`config.mk`:
```
export PLATFORM = sky130hd
export DESIGN_NAME = rle_image_decompressor_flat
export DESIGN_NICKNAME = d
export VERILOG_FILES = /design/src/rtl/rle_image_decompressor_if.sv /design/src/rtl/rle_image_decompressor.sv /design/src/flat_wrapper.sv
export SDC_FILE = /design/constraint.sdc
export NUM_CORES = 1
export LEC_CHECK = 0
export BUFFER_PORTS_ARGS = -buffer_cell sky130_fd_sc_hd__clkbuf_2
export CAP_MARGIN = 20
export CORE_UTILIZATION = 47
export CTS_BUF_LIST = sky130_fd_sc_hd__clkbuf_2 sky130_fd_sc_hd__clkbuf_4 sky130_fd_sc_hd__clkbuf_8
export DETAILED_ROUTE_END_ITERATION = 10
export GPL_TIMING_DRIVEN = 0
export PLACE_DENSITY = 0.69
export SLEW_MARGIN = 40
export SYNTH_ARGS = -nofsm -noshare
export SYNTH_HDL_FRONTEND = slang
export SYNTH_SLANG_ARGS = --single-unit
```
`constraint.sdc`:
```
create_clock -name clk -period 6.9 [get_ports clk]
set_input_delay 0.345 -clock clk [delete_from_list [all_inputs] [get_ports clk]]
set_output_delay 0.345 -clock clk [all_outputs]
set_load 0.05 [all_outputs]
```
`src/rtl/rle_image_decompressor_if.sv`:
```
// Stream-in / RAM-write bundle for the RLE image decompressor.
//
// Handshake: a compressed word on in_data transfers on a rising clk edge
// where in_valid and in_ready are both high. The producer may raise
// in_valid at any time and holds in_data stable until the transfer.
// in_ready depends only on the consumer's own state, never on in_valid.
// ram_we is a single-cycle write strobe qualifying ram_addr/ram_data. The
// RAM port never back-pressures.
//
// Signals:
//   in_data  [15:8] zero-run length, [7:0] one-run length
//   in_valid producer has a word
//   in_ready consumer can take a word this cycle
//   ram_addr write address
//   ram_data 16 packed pixels, LSB first
//   ram_we   write strobe
interface rle_image_decompressor_if #(
  parameter int ADDR_W = 16
) ();
  logic [15:0]       in_data;
  logic              in_valid;
  logic              in_ready;
  logic [ADDR_W-1:0] ram_addr;
  logic [15:0]       ram_data;
  logic              ram_we;

  modport master (
    output in_data, in_valid,
    input  in_ready, ram_addr, ram_data, ram_we
  );

  modport slave (
    input  in_data, in_valid,
    output in_ready, ram_addr, ram_data, ram_we
  );
endinterface

```
`src/rtl/rle_image_decompressor.sv`:
```
// Run-length image decompressor. Each accepted word holds a zero run and a
// one run. Pixels are emitted one per cycle, packed 16 per RAM word (LSB
// first) and written from base_addr upward until IMG_PIXELS are decoded.
//
// Ports:
//   clk, RST   clock and asynchronous active-high reset
//   enable     image-load window; its rising edge starts a new image
//   base_addr  first RAM word, sampled on the enable rising edge
//   bus        compressed-word input and RAM write port (slave side)
//   pix_count  pixels decoded so far (saturates at IMG_PIXELS)
//   done       image complete, held until enable falls
//   err        sticky: a run was clamped or pixels were dropped
//   dbgState   current FSM state
module rle_image_decompressor #(
  parameter int IMG_PIXELS = 784,
  parameter int RUN_MAX    = 16,
  parameter int ADDR_W     = 16
) (
  input  logic                       clk,
  input  logic                       RST,
  input  logic                       enable,
  input  logic [ADDR_W-1:0]          base_addr,
  rle_image_decompressor_if.slave    bus,
  output logic [9:0]                 pix_count,
  output logic                       done,
  output logic                       err,
  output logic [2:0]                 dbgState
);

  localparam int              CW        = $clog2(RUN_MAX + 1);
  localparam logic [7:0]      RUN_MAX_B = 8'(RUN_MAX);
  localparam logic [CW-1:0]   RUN_MAX_C = CW'(RUN_MAX);
  localparam logic [CW-1:0]   ONE_C     = CW'(1);
  localparam logic [9:0]      LAST_PIX  = 10'(IMG_PIXELS - 1);

  typedef enum logic [2:0] {IDLE, ZEROS, ONES, FLUSH, DONE} state_t;

  state_t            state, stateNext;
  logic              enPrev;
  logic              enRise;
  logic [CW-1:0]     cnt0, cnt1;
  logic [3:0]        bitIdx;
  logic [15:0]       pack;
  logic [ADDR_W-1:0] ptr;

  logic [CW-1:0]     n0Clamp, n1Clamp;
  logic              clampHit;
  logic              inReady, accept, emit, pixVal;
  logic              lastPix, wordFull, runsLeft;
  logic [15:0]       pixMask;

  assign enRise = enable & ~enPrev;

  always_comb begin
    n0Clamp  = (bus.in_data[15:8] > RUN_MAX_B) ? RUN_MAX_C : bus.in_data[8 +: CW];
    n1Clamp  = (bus.in_data[7:0]  > RUN_MAX_B) ? RUN_MAX_C : bus.in_data[0 +: CW];
    clampHit = (bus.in_data[15:8] > RUN_MAX_B) || (bus.in_data[7:0] > RUN_MAX_B);
  end

  always_ff @(posedge clk or posedge RST) begin
    if (RST) state <= IDLE;
    else     state <= stateNext;
  end

  always_comb begin
    stateNext = state;
    inReady   = 1'b0;
    accept    = 1'b0;
    emit      = 1'b0;
    pixVal    = 1'b0;
    lastPix   = 1'b0;
    wordFull  = 1'b0;
    runsLeft  = 1'b0;
    case (state)
      IDLE: begin
        // enPrev keeps in_ready low in the enable rising-edge cycle.
        inReady = enable & enPrev;
        accept  = inReady & bus.in_valid;
        if (accept) begin
          if (n0Clamp != '0)      stateNext = ZEROS;
          else if (n1Clamp != '0) stateNext = ONES;
        end
      end
      ZEROS, ONES: begin
        if (!enable) begin
          stateNext = IDLE;
        end else begin
          emit     = 1'b1;
          pixVal   = (state == ONES);
          lastPix  = (pix_count == LAST_PIX);
          wordFull = (bitIdx == 4'd15);
          runsLeft = (state == ZEROS) ? ((cnt0 > ONE_C) || (cnt1 != '0))
                                      : (cnt1 > ONE_C);
          // A full word on the final pixel is written directly; only a
          // partial word needs the FLUSH cycle.
          if (lastPix)               stateNext = wordFull ? DONE : FLUSH;
          else if (state == ZEROS) begin
            if (cnt0 == ONE_C)       stateNext = (cnt1 != '0) ? ONES : IDLE;
          end else if (cnt1 == ONE_C) stateNext = IDLE;
        end
      end
      FLUSH:   stateNext = enable ? DONE : IDLE;
      DONE:    if (!enable) stateNext = IDLE;
      default: stateNext = IDLE;
    endcase
    pixMask = {15'd0, pixVal} << bitIdx;
  end

  always_ff @(posedge clk or posedge RST) begin
    if (RST) begin
      enPrev       <= 1'b0;
      cnt0         <= '0;
      cnt1         <= '0;
      bitIdx       <= '0;
      pack         <= '0;
      ptr          <= '0;
      pix_count    <= '0;
      err          <= 1'b0;
      bus.ram_we   <= 1'b0;
      bus.ram_addr <= '0;
      bus.ram_data <= '0;
    end else begin
      enPrev     <= enable;
      bus.ram_we <= 1'b0;
      if (enRise) begin
        ptr       <= base_addr;
        pix_count <= '0;
        pack      <= '0;
        bitIdx    <= '0;
        err       <= 1'b0;
      end else if (!enable) begin
        // Abort: any partial word is discarded without a write.
        pack   <= '0;
        bitIdx <= '0;
      end else begin
        if (accept) begin
          cnt0 <= n0Clamp;
          cnt1 <= n1Clamp;
          if (clampHit) err <= 1'b1;
        end
        if (emit) begin
          if (state == ZEROS) cnt0 <= cnt0 - ONE_C;
          else                cnt1 <= cnt1 - ONE_C;
          pix_count <= pix_count + 10'd1;
          bitIdx    <= bitIdx + 4'd1;
          if (lastPix && runsLeft) err <= 1'b1;
          if (wordFull) begin
            bus.ram_we   <= 1'b1;
            bus.ram_addr <= ptr;
            bus.ram_data <= pack | pixMask;
            ptr          <= ptr + ADDR_W'(1);
            pack         <= '0;
          end else begin
            pack <= pack | pixMask;
          end
        end
        if (state == FLUSH) begin
          bus.ram_we   <= 1'b1;
          bus.ram_addr <= ptr;
          bus.ram_data <= pack;
          ptr          <= ptr + ADDR_W'(1);
          pack         <= '0;
          bitIdx       <= '0;
        end
      end
    end
  end

  assign bus.in_ready = inReady;
  assign done         = (state == DONE);
  assign dbgState     = state;

endmodule

```
`src/flat_wrapper.sv`:
```
// flat-port wrapper written by rule: the top's interface ports become plain ports
module rle_image_decompressor_flat 
#(
  parameter int IMG_PIXELS = 784,
  parameter int RUN_MAX    = 16,
  parameter int ADDR_W     = 16
)
  (clk, RST, enable, base_addr, pix_count, done, err, dbgState, bus_in_data, bus_in_valid, bus_in_ready, bus_ram_addr, bus_ram_data, bus_ram_we);
  rle_image_decompressor_if #(.ADDR_W(ADDR_W)) bus_i ();
  input  logic clk;
  input  logic RST;
  input  logic enable;
  input  logic [ADDR_W-1:0] base_addr;
  output logic [9:0] pix_count;
  output logic done;
  output logic err;
  output logic [2:0] dbgState;
  input wire logic [$bits(bus_i.in_data)-1:0] bus_in_data;
  input wire logic [$bits(bus_i.in_valid)-1:0] bus_in_valid;
  output wire logic [$bits(bus_i.in_ready)-1:0] bus_in_ready;
  output wire logic [$bits(bus_i.ram_addr)-1:0] bus_ram_addr;
  output wire logic [$bits(bus_i.ram_data)-1:0] bus_ram_data;
  output wire logic [$bits(bus_i.ram_we)-1:0] bus_ram_we;
  assign bus_i.in_data = bus_in_data;
  assign bus_i.in_valid = bus_in_valid;
  assign bus_in_ready = bus_i.in_ready;
  assign bus_ram_addr = bus_i.ram_addr;
  assign bus_ram_data = bus_i.ram_data;
  assign bus_ram_we = bus_i.ram_we;
  rle_image_decompressor #(.IMG_PIXELS(IMG_PIXELS), .RUN_MAX(RUN_MAX), .ADDR_W(ADDR_W)) u_core (.clk(clk), .RST(RST), .enable(enable), .base_addr(base_addr), .bus(bus_i), .pix_count(pix_count), .done(done), .err(err), .dbgState(dbgState));
endmodule
```
==> results.json, run 1 <==
{
  "status": "finished clean",
  "ys_ff_latch": 94,
  "vdd_drop_max_uv": 164,
  "grt_usage_pct": 23.2,
  "cts_buffers": 9,
  "synth_top_area_share_pct": 48.4,
  "clock_sinks": 94,
  "drtAntennaViolNets": 0,
  "r2r_start": "u_core.bitIdx[1]",
  "start_kind": "register",
  "critPathMaxFanout": 10,
  "tightest_slew_ns": 0.690,
  "synth.area.top_cells": "dfrtp_1 (48%), nand2_1 (7.3%), nor2_1 (3.7%)",
  "hp-start": "enable",
  "start_util_pct": 49.1,
  "synth_cell_type_count": 67,
  "viasPerCell": 5.74,
  "clk_path_buf_depth": 2,
  "cts_tree": "yes",
  "rsz0062_at_grt": "false",
  "hp-class": "in -> reg",
  "io_buffer_count": 84,
  "place_congestion": 0.870,
  "cellPowerDensity_nw_per_um2": 308,
  "nNetsFinal": 671,
  "max_clock_freq_mhz": 411,
  "grt_pass1_wl_um": 20200,
  "hold_path_end": "u_core.enPrev",
  "crit_type": "reg -> out",
  "syn-cell-area_um2": 4860,
  "post-route-period-util_pct": 35.3,
  "yosysSeqAreaShare_pct": 48.4,
  "ioPinCount": 85,
  "hold_violations": 0,
  "endpoint_kind": "primary output",
  "clk_latency_ns": 0.37,
  "die_y_um": 104,
  "multi_input_area_um2": 2330,
  "period_minus_slack_ns": 2.44,
  "startpoint": "u_core.dbgState[2]",
  "yosysWarnings": 0,
  "fin_hold_ws_ns": 0.151,
  "num_vias": 4392,
  "cp.required_ns": 6.55,
  "final-setup-viol-count": 0,
  "finClkSkew_ns": 0.0138,
  "slew_headroom_pct": 53.7,
  "avgSynthCellArea_um2": 9.18,
  "core_um2": 9910,
  "clock-root-buffer": "clkbuf_8",
  "synth_ff_type": "dfrtp_1",
  "antenna_cells": 0,
  "htreeDepth": 3,
  "synth_top_cell_by_area": "dfrtp_1",
  "syn2layout_area_growth_pct": 17.3,
  "fillerInstances": 935,
  "antenna_found_initial": 0,
  "r2r_slack_ns": 4.55,
  "drtIter0Drc": 194,
  "syn-num-nets": 574,
  "hpwl_um": 8750,
  "holdPathStages": 1,
  "drive_gt1_share_pct": 20.7,
  "fp-row-count": 36,
  "grt_remaining_overflow": 0,
  "wirelength_um": 12000,
  "dr.pass1.iters": 5,
  "r2r_end": "u_core.bus.ram_addr[9]",
  "grt_pass1_vias": 4100,
  "clk_pin_slew_ns": 0.09,
  "synth_enable_flop_cells": 0,
  "die_area_um2": 10800,
  "async_flop_share_pct": 100,
  "netlist_instances": 530,
  "cp_data_arrival_time_ns": 2.09,
  "max_cap_viol_count": 0,
  "drv_slew": 0,
  "grt_max_degree": 61,
  "ctsResizeCount": 0,
  "post-route-drc-count": 0,
  "wl_per_cell_um": 15.7,
  "seq_area_um2": 2350,
  "worst_r2r_path_depth": 7,
  "tns_ns": 0,
  "p_leak_nw": 2.63,
  "die-width_um": 104,
  "post-cts-setup-buffers": 0
}
## per-layer routing
layer	track usage (%)	share of wire, %	vias up
li1	-	-	2086
met1	33.0	47	2127
met2	36.6	46	158
met3	3.65	5.5	21
met4	6.73	1.7	0
met5	0	0	-
## layout make-up
class                   count  share of cell area (%)
flip-flops and latches     94                    41.2
multi-input cells         394                    40.8
repair buffers             86                    8.03
well taps                 133                    2.92
plain buffers              30                    2.43
clock buffers               9                    2.17
clock inverters             7                    1.56
inverters                  12                   0.877
## critical path, cell delays in order (launching register included)
cell      delay (ns)
dfrtp_1         0.42
clkbuf_1        0.36
clkbuf_1        0.44
and2_1          0.21
clkbuf_2        0.28
## flip-flops by register name, summed over array words and instances, names as in the netlist
| name | cells |
|---|---|
| u_core.bitIdx | 4 |
| u_core.bus.ram_addr | 16 |
| u_core.bus.ram_data | 16 |
| u_core.bus.ram_we | 1 |
| u_core.cnt0 | 5 |
| u_core.cnt1 | 5 |
| u_core.dbgState | 3 |
| u_core.enPrev | 1 |
| u_core.err | 1 |
| u_core.pack | 16 |
| u_core.pix_count | 10 |
| u_core.ptr | 16 |
## worst max-delay path by stage
stage | end | slack [ns] | cells past startpoint
detailed placement | u_core.bus.ram_addr[9] | 4.58 | 7
global route | done | 4.35 | 4
floorplan | u_core.bitIdx[0] | 4.11 | 1
finish | done | 4.46 | 4
CTS | bus_in_ready | 4.50 | 5
global placement | u_core.err | 3.06 | 2
## stage by stage
stage	total power [mW]	instance area, um2	setup slack (ns)	utilization (%)	cells
after detailed placement	1.37	5480	4.58	55.3	748
final	1.76	5710	4.46	57.6	765
after floorplan	1.21	4860	4.11	-	530
after global routing	1.85	5710	4.35	57.6	765
after CTS	1.76	5710	4.50	57.6	765
after global placement	1.35	5450	3.06	55.0	747
## what timing repair did
| action | 4_1_cts | 5_1_grt |
|---|---|---|
| endpoints found under the setup margin | 0 | 0 |
| hold endpoints to repair | 34 | 0 |
| hold buffers | 1 | 0 |
## Yosys cell counts, types with 4 or more instances
cell and count:
nor3_1 20, o22ai_1 4, a21oi_1 21, a211oi_1 6, and3_1 5, a31oi_1 7, nor3b_1 5, dfrtp_1 94
nand3_1 17, nand4_1 11, nor4_1 11, inv_1 12, nor2_1 48, mux2i_1 5, nand2_1 94, ha_1 8
a41oi_1 6, and2_1 4, nor4b_1 4, buf_2 9, nand2b_1 7, xnor2_1 9, clkbuf_1 18, or2_2 4
or3_1 7, xor2_1 5, o21ai_0 24, nor2b_1 7
## logic make-up (layout without fill, tap and decap cells)
group / count (synthesis) / count (layout) / share of synthesized area (%)
compound gates: 104 / 104 / 14.9
xor+xnor: 15 / 15 / 2.86
fa+ha+maj: 9 / 9 / 2.26
buf+inv: 42 / 144 / 3.78
flops: 94 / 94 / 48.4
mux: 5 / 5 / 1.03
simple gates: 261 / 261 / 26.8
## report_power, final
part	switching (mW)	internal [mW]	total (mW)
Combinational	0.443	0.193	0.635
Clock	0.219	0.177	0.397
Sequential	0.0857	0.640	0.726
## cells in the final DEF, fill, tap and decap left out, types with 4 or more instances in the layout
cell	instances
xor2_1	5
clkbuf_2	84
mux2i_1	5
o21ai_0	24
nand2_1	94
and2_1	4
o22ai_1	4
or2_2	4
a31oi_1	7
ha_1	8
a41oi_1	6
nor4b_1	4
nand4_1	11
nor2b_1	7
nand3_1	17
clkbuf_8	9
nand2b_1	7
dfrtp_1	94
nor3_1	20
and3_1	5
a211oi_1	6
nor3b_1	5
xnor2_1	9
clkbuf_1	18
a21oi_1	21
inv_1	11
buf_2	9
or3_1	7
nor4_1	11
nor2_1	48
No activity file was read; power rests on OpenSTA's default activity.
==> inputs of run 2 (changes only) <==
==> constraint.sdc (replaced) <==
create_clock -name clk -period 2.3 [get_ports clk]
set_input_delay 0.115 -clock clk [delete_from_list [all_inputs] [get_ports clk]]
set_output_delay 0.115 -clock clk [all_outputs]
set_load 0.05 [all_outputs]
==> results.json, run 2 (synthesis gave the netlist of run 1 again) <==
{
  "num_vias": 4384,
  "grt_pass1_wl_um": 20400,
  "antenna_found_initial": 0,
  "clk_pin_slew_ns": 0.10,
  "cts_buffers": 9,
  "htreeDepth": 3,
  "hpwl_um": 9030,
  "core_um2": 9910,
  "grt_max_degree": 25,
  "die_y_um": 104,
  "post-route-drc-count": 0,
  "cellPowerDensity_nw_per_um2": 894,
  "hold_violations": 0,
  "fin_ws_ns": 0.140,
  "hp-class": "in -> reg",
  "crit_family": "simple AND/OR/NAND/NOR gates",
  "drv_slew": 0,
  "post-route-period-util_pct": 93.9,
  "critPathMaxFanout": 10,
  "slowest_stage": "dfrtp_1",
  "start_util_pct": 49.1,
  "cts_tree": "yes",
  "start_kind": "register",
  "crit_type": "reg -> reg",
  "post-place-ws_ns": -0.0215,
  "ioPinCount": 85,
  "nNetsFinal": 688,
  "vdd_drop_max_uv": 481,
  "crit_chain": "ha_4 -> a41oi_4 -> or3_1 -> buf_2 -> buf_2 -> nand2_1 -> o21ai_0",
  "dr.pass1.iters": 5,
  "clk_path_buf_depth": 2,
  "place_congestion": 0.872,
  "drive_gt1_share_pct": 21.6,
  "grt_pass1_vias": 4187,
  "drtIter0Drc": 226,
  "worst-path-buf-inv": 2,
  "clock-root-buffer": "clkbuf_8",
  "max_cap_viol_count": 0,
  "post-cts-setup-buffers": 0,
  "viasPerCell": 5.61,
  "endpoint_kind": "register",
  "antenna_cells": 0,
  "p_leak_nw": 2.73,
  "tightest_slew_ns": 0.645,
  "max_clock_freq_mhz": 463,
  "rsz0062_at_grt": "false",
  "clk_latency_ns": 0.37,
  "cp.required_ns": 2.53,
  "slew_headroom_pct": 56.7,
  "final-setup-viol-count": 0,
  "period_minus_slack_ns": 2.16,
  "fp-row-count": 36,
  "status": "finished clean",
  "die-width_um": 104,
  "drtAntennaViolNets": 0,
  "clock_sinks": 94,
  "wl_per_cell_um": 15.5,
  "critPathMaxStageDelay_ns": 0.52,
  "syn2layout_area_growth_pct": 22.1,
  "io_buffer_count": 84,
  "crit_top_cell": "buf_2",
  "cp_data_arrival_time_ns": 2.39,
  "grt_remaining_overflow": 0,
  "final_cell_mix": "nand2_1 (94), dfrtp_1 (94), clkbuf_2 (88)",
  "wirelength_um": 12100,
  "grt_usage_pct": 23.4,
  "die_area_um2": 10800,
  "fin_hold_ws_ns": 0.00873,
  "finClkSkew_ns": 0.0192
}
## run 2: cell types whose count changed in the layout (fill, tap and decap cells not counted), sizes merged
cell,change
dlygate4sd3,+14
buf,+3
inv,-3
clkinv,+1
clkbuf,+2
## run 2: per-stage QoR
step           setup TNS [ns]  utilization, %  power [mW]  cells  instance area (um2)
4_1_cts                     0            59.7        5.30    782                 5920
2_1_floorplan               0               -        3.62    530                 4870
3_5_place_dp           -0.151            56.0        4.12    751                 5550
3_3_place_gp         -0.00579            55.1        4.05    747                 5460
5_1_grt                     0            59.9        5.58    782                 5940
6_report                    0            59.9        5.31    782                 5940
## run 2: what timing repair did
item / in CTS / in global routing
setup endpoints to repair: 26 / 40
hold buffers: 15 / 0
hold endpoints to repair: 28 / 0
gates resized for setup: 1 / 11
## run 2: final timing paths
path	endpoint	slack [ns]	startpoint	cells past startpoint
setup / recovery	u_core.bus.ram_data[13]	0.14	u_core.bitIdx[1]	7
hold / removal	u_core.cnt1[1]	0.009	bus_in_data[1]	2
setup reg to reg	u_core.bus.ram_data[13]	0.14	u_core.bitIdx[1]	7
hold reg to reg	u_core.bus.ram_addr[0]	0.48	u_core.bus.ram_addr[0]	2
max in group asynchronous	u_core.ptr[3]	1.41	RST	5
min in group asynchronous	u_core.bus.ram_data[11]	0.30	RST	3
## run 2: metal layers
metal  up-vias  global-route usage (%)  share of wire [%]
li1       2132                       -                  -
met5         -                       0                  0
met1      2091                    33.3                 48
met4         0                    8.47                1.5
met2       143                    36.8                 46
met3        18                    3.15                5.2
## run 2: area by class of cell
class	instances	area, um2
Timing Repair Buffer	103	666
Clock buffer	11	145
Multi-Input combinational cell	394	2350
Tap cell	133	166
Sequential cell	94	2350
Buffer	30	144
Fill cell	924	3970
Clock inverter	5	65.1
Inverter	12	48.8
## run 2: power by group
group | internal (mW) | leakage, nW | switching [mW]
clock | 0.557 | 0.108 | 0.621
combinational | 0.611 | 1.37 | 1.34
sequential | 1.92 | 1.25 | 0.254
total | 3.09 | 2.73 | 2.22
==> inputs of run 3 (changes only) <==
--- a/config.mk
+++ b/config.mk
@@ -5,13 +5,14 @@
 export SDC_FILE = /design/constraint.sdc
 export NUM_CORES = 1
 export LEC_CHECK = 0
+export ABC_AREA = 1
 export BUFFER_PORTS_ARGS = -buffer_cell sky130_fd_sc_hd__clkbuf_2
 export CAP_MARGIN = 20
 export CORE_UTILIZATION = 47
-export CTS_BUF_LIST = sky130_fd_sc_hd__clkbuf_2 sky130_fd_sc_hd__clkbuf_4 sky130_fd_sc_hd__clkbuf_8
+export CTS_BUF_LIST = sky130_fd_sc_hd__clkbuf_16
 export DETAILED_ROUTE_END_ITERATION = 10
 export GPL_TIMING_DRIVEN = 0
-export PLACE_DENSITY = 0.69
+export PLACE_DENSITY = 0.68
 export SLEW_MARGIN = 40
 export SYNTH_ARGS = -nofsm -noshare
 export SYNTH_HDL_FRONTEND = slang
==> constraint.sdc (replaced) <==
create_clock -name clk -period 2.4 [get_ports clk]
set_input_delay 0.12 -clock clk [delete_from_list [all_inputs] [get_ports clk]]
set_output_delay 0.12 -clock clk [all_outputs]
set_load 0.05 [all_outputs]
==> results.json, run 3 <==
{
  "status": "finished clean",
  "synth_top_cell_by_area": "dfrtp_1",
  "async_flop_share_pct": 100,
  "io_buffer_count": 84,
  "die_y_um": 107,
  "htreeDepth": 3,
  "grt_pass1_vias": 4810,
  "gr-usage-met1_pct": 30.5,
  "avgSynthCellArea_um2": 7.39,
  "synth_compound_area_share_pct": 10.3,
  "place_congestion": 0.894,
  "pwr-share-seq_pct": 38.0,
  "synth_cell_type_count": 35,
  "max_cap_viol_count": 0,
  "fin_cells": 942,
  "yosys.cell_count.top_type": "nand2_1",
  "grt_util_met2_pct": 41.4,
  "clk_latency_ns": 0.34,
  "vdd_drop_max_uv": 613,
  "slew_headroom_pct": 62.9,
  "start_kind": "register",
  "syn-cell-area_um2": 5180,
  "endpoint_kind": "register",
  "r2r_slack_ns": 0.64,
  "ctsResizeCount": 0,
  "tns_ns": 0,
  "viasPerCell": 5.14,
  "synth_top_area_share_pct": 45.4,
  "cts-hold-fix-buffers": 1,
  "cellPowerDensity_nw_per_um2": 910,
  "synthSimpleGateAreaFrac_pct": 31.7,
  "r2r_start": "u_core.bitIdx[0]",
  "drv_slew": 0,
  "synth.area.top_cells": "dfrtp_1 (45%), nand2_1 (16%), inv_1 (6.5%)",
  "grt_remaining_overflow": 0,
  "critPathMaxFanout": 10,
  "crit_type": "reg -> reg",
  "p_sw_share_pct": 40.7,
  "synth_adder_area_share_pct": 1.93,
  "p_leak_nw": 3.17,
  "antenna_found_initial": 0,
  "clk_path_buf_depth": 2,
  "rsz0062_at_grt": "false",
  "p_clk_share_pct": 27.4,
  "hp-class": "in -> reg",
  "crit_family": "simple AND/OR/NAND/NOR gates",
  "yosysWarnings": 0,
  "wirelength_um": 12800,
  "crit_chain": "ha_1 -> nand2_1 -> nor2_2 -> nand3_2 -> nand2_2 -> nand2_1 -> nand2_2 -> buf_4 -> o21ai_0",
  "placed_area_um2": 5910,
  "drive_gt1_share_pct": 19.5,
  "synth_enable_flop_cells": 0,
  "post-place-ws_ns": 0.634,
  "start_util_pct": 49.3,
  "hold_violations": 0,
  "grt_max_degree": 23,
  "switchingPower_mw": 2.31,
  "comb_power_share_pct": 34.6,
  "core_um2": 10500,
  "clk_pin_slew_ns": 0.07,
  "hp-start": "enable",
  "worst-path-buf-inv": 1,
  "ys_ff_latch": 94,
  "slowest_stage": "dfrtp_1",
  "layout_commonest_cell": "nand2_1",
  "yosysSeqAreaShare_pct": 45.4,
  "grt_usage_pct": 24.1,
  "synth_ff_type": "dfrtp_1",
  "antenna_cells": 0,
  "synth_top_family_by_area": "simple AND/OR/NAND/NOR gates",
  "final_area_um2": 6240,
  "netlist_top_cells_count": "nand2_1 (214), dfrtp_1 (94), inv_1 (90)",
  "final-setup-viol-count": 0,
  "post-route-drc-count": 0,
  "startpoint": "u_core.bitIdx[0]",
  "wl_per_cell_um": 13.5,
  "cts_buffers": 9,
  "num_vias": 4838,
  "hpwl_um": 9550,
  "max_clock_freq_mhz": 568,
  "critPathMaxStageDelay_ns": 0.45,
  "drtIter0Drc": 351,
  "cts_tree": "yes",
  "fin_hold_ws_ns": 0.0587,
  "syn-num-nets": 744,
  "cp.required_ns": 2.62,
  "die-width_um": 107,
  "grt-busiest-layer": "met2",
  "drtAntennaViolNets": 0,
  "clock-root-buffer": "clkbuf_16",
  "finClkSkew_ns": 0.00892,
  "post-route-util_pct": 59.4,
  "ioPinCount": 85,
  "synthMuxAreaShare_pct": 0,
  "clock_sinks": 94,
  "fillerInstances": 968,
  "synth_xor_area_share_pct": 1.02,
  "final_cell_mix": "nand2_1 (214), dfrtp_1 (94), inv_1 (90)",
  "dr.pass1.iters": 5,
  "cp_data_arrival_time_ns": 1.98,
  "grt_pass1_wl_um": 21700,
  "power.total_mw": 5.67,
  "die_area_um2": 11400,
  "tightest_slew_ns": 0.554,
  "dp_cells": 925,
  "nNetsFinal": 845,
  "post-route-period-util_pct": 73.3,
  "post-cts-setup-buffers": 0,
  "intPower_mw": 3.36,
  "netlist_instances": 700,
  "syn2layout_area_growth_pct": 20.5,
  "fp-row-count": 37,
  "fin_ws_ns": 0.641,
  "period_minus_slack_ns": 1.76,
  "grt_util_met3_pct": 4.68
}
[run 3: power by group through the flow]
stage	logic, mW	clock network, mW	registers, mW
finish	1.96	1.55	2.16
global route	2.17	1.64	2.20
CTS	1.97	1.58	2.16
detailed placement	1.96	0	2.18
global placement	1.90	0	2.18
floorplan	0.958	0	2.67
[run 3: cell type report]
type / count / area (um2) / area share [%]
Sequential cell: 94 / 2350 / 37.7
Clock inverter: 7 / 95.1 / 1.52
Clock buffer: 9 / 225 / 3.61
Multi-Input combinational cell: 490 / 2330 / 37.3
Inverter: 96 / 370 / 5.94
Tap cell: 136 / 170 / 2.73
Buffer: 20 / 130 / 2.09
Timing Repair Buffer: 90 / 568 / 9.11
[run 3: metal layers]
metal / vias to the layer above / part of all wire, %
met4: 0 / 1.2
met5: - / 0
met3: 15 / 4.3
li1: 2415 / -
met1: 2288 / 44
met2: 120 / 50
[run 3: logic make-up (layout without fill, tap and decap cells)]
logic type	after synthesis	after routing
adders and majority gates	8	8
DFF	94	94
AOI/OAI and AO/OA	98	98
and+or+nand+nor	378	378
buffers and inverters	116	222
xor gates and xnor gates	6	6
[run 3: worst paths after layout]
kind                       cells past startpoint               to
max                                            9    u_core.ptr[7]
max in group asynchronous                      6  u_core.pack[13]
min reg2reg                                    2   u_core.cnt1[4]
min in group asynchronous                      3       u_core.err
max reg2reg                                    9    u_core.ptr[7]
min                                            1    u_core.enPrev
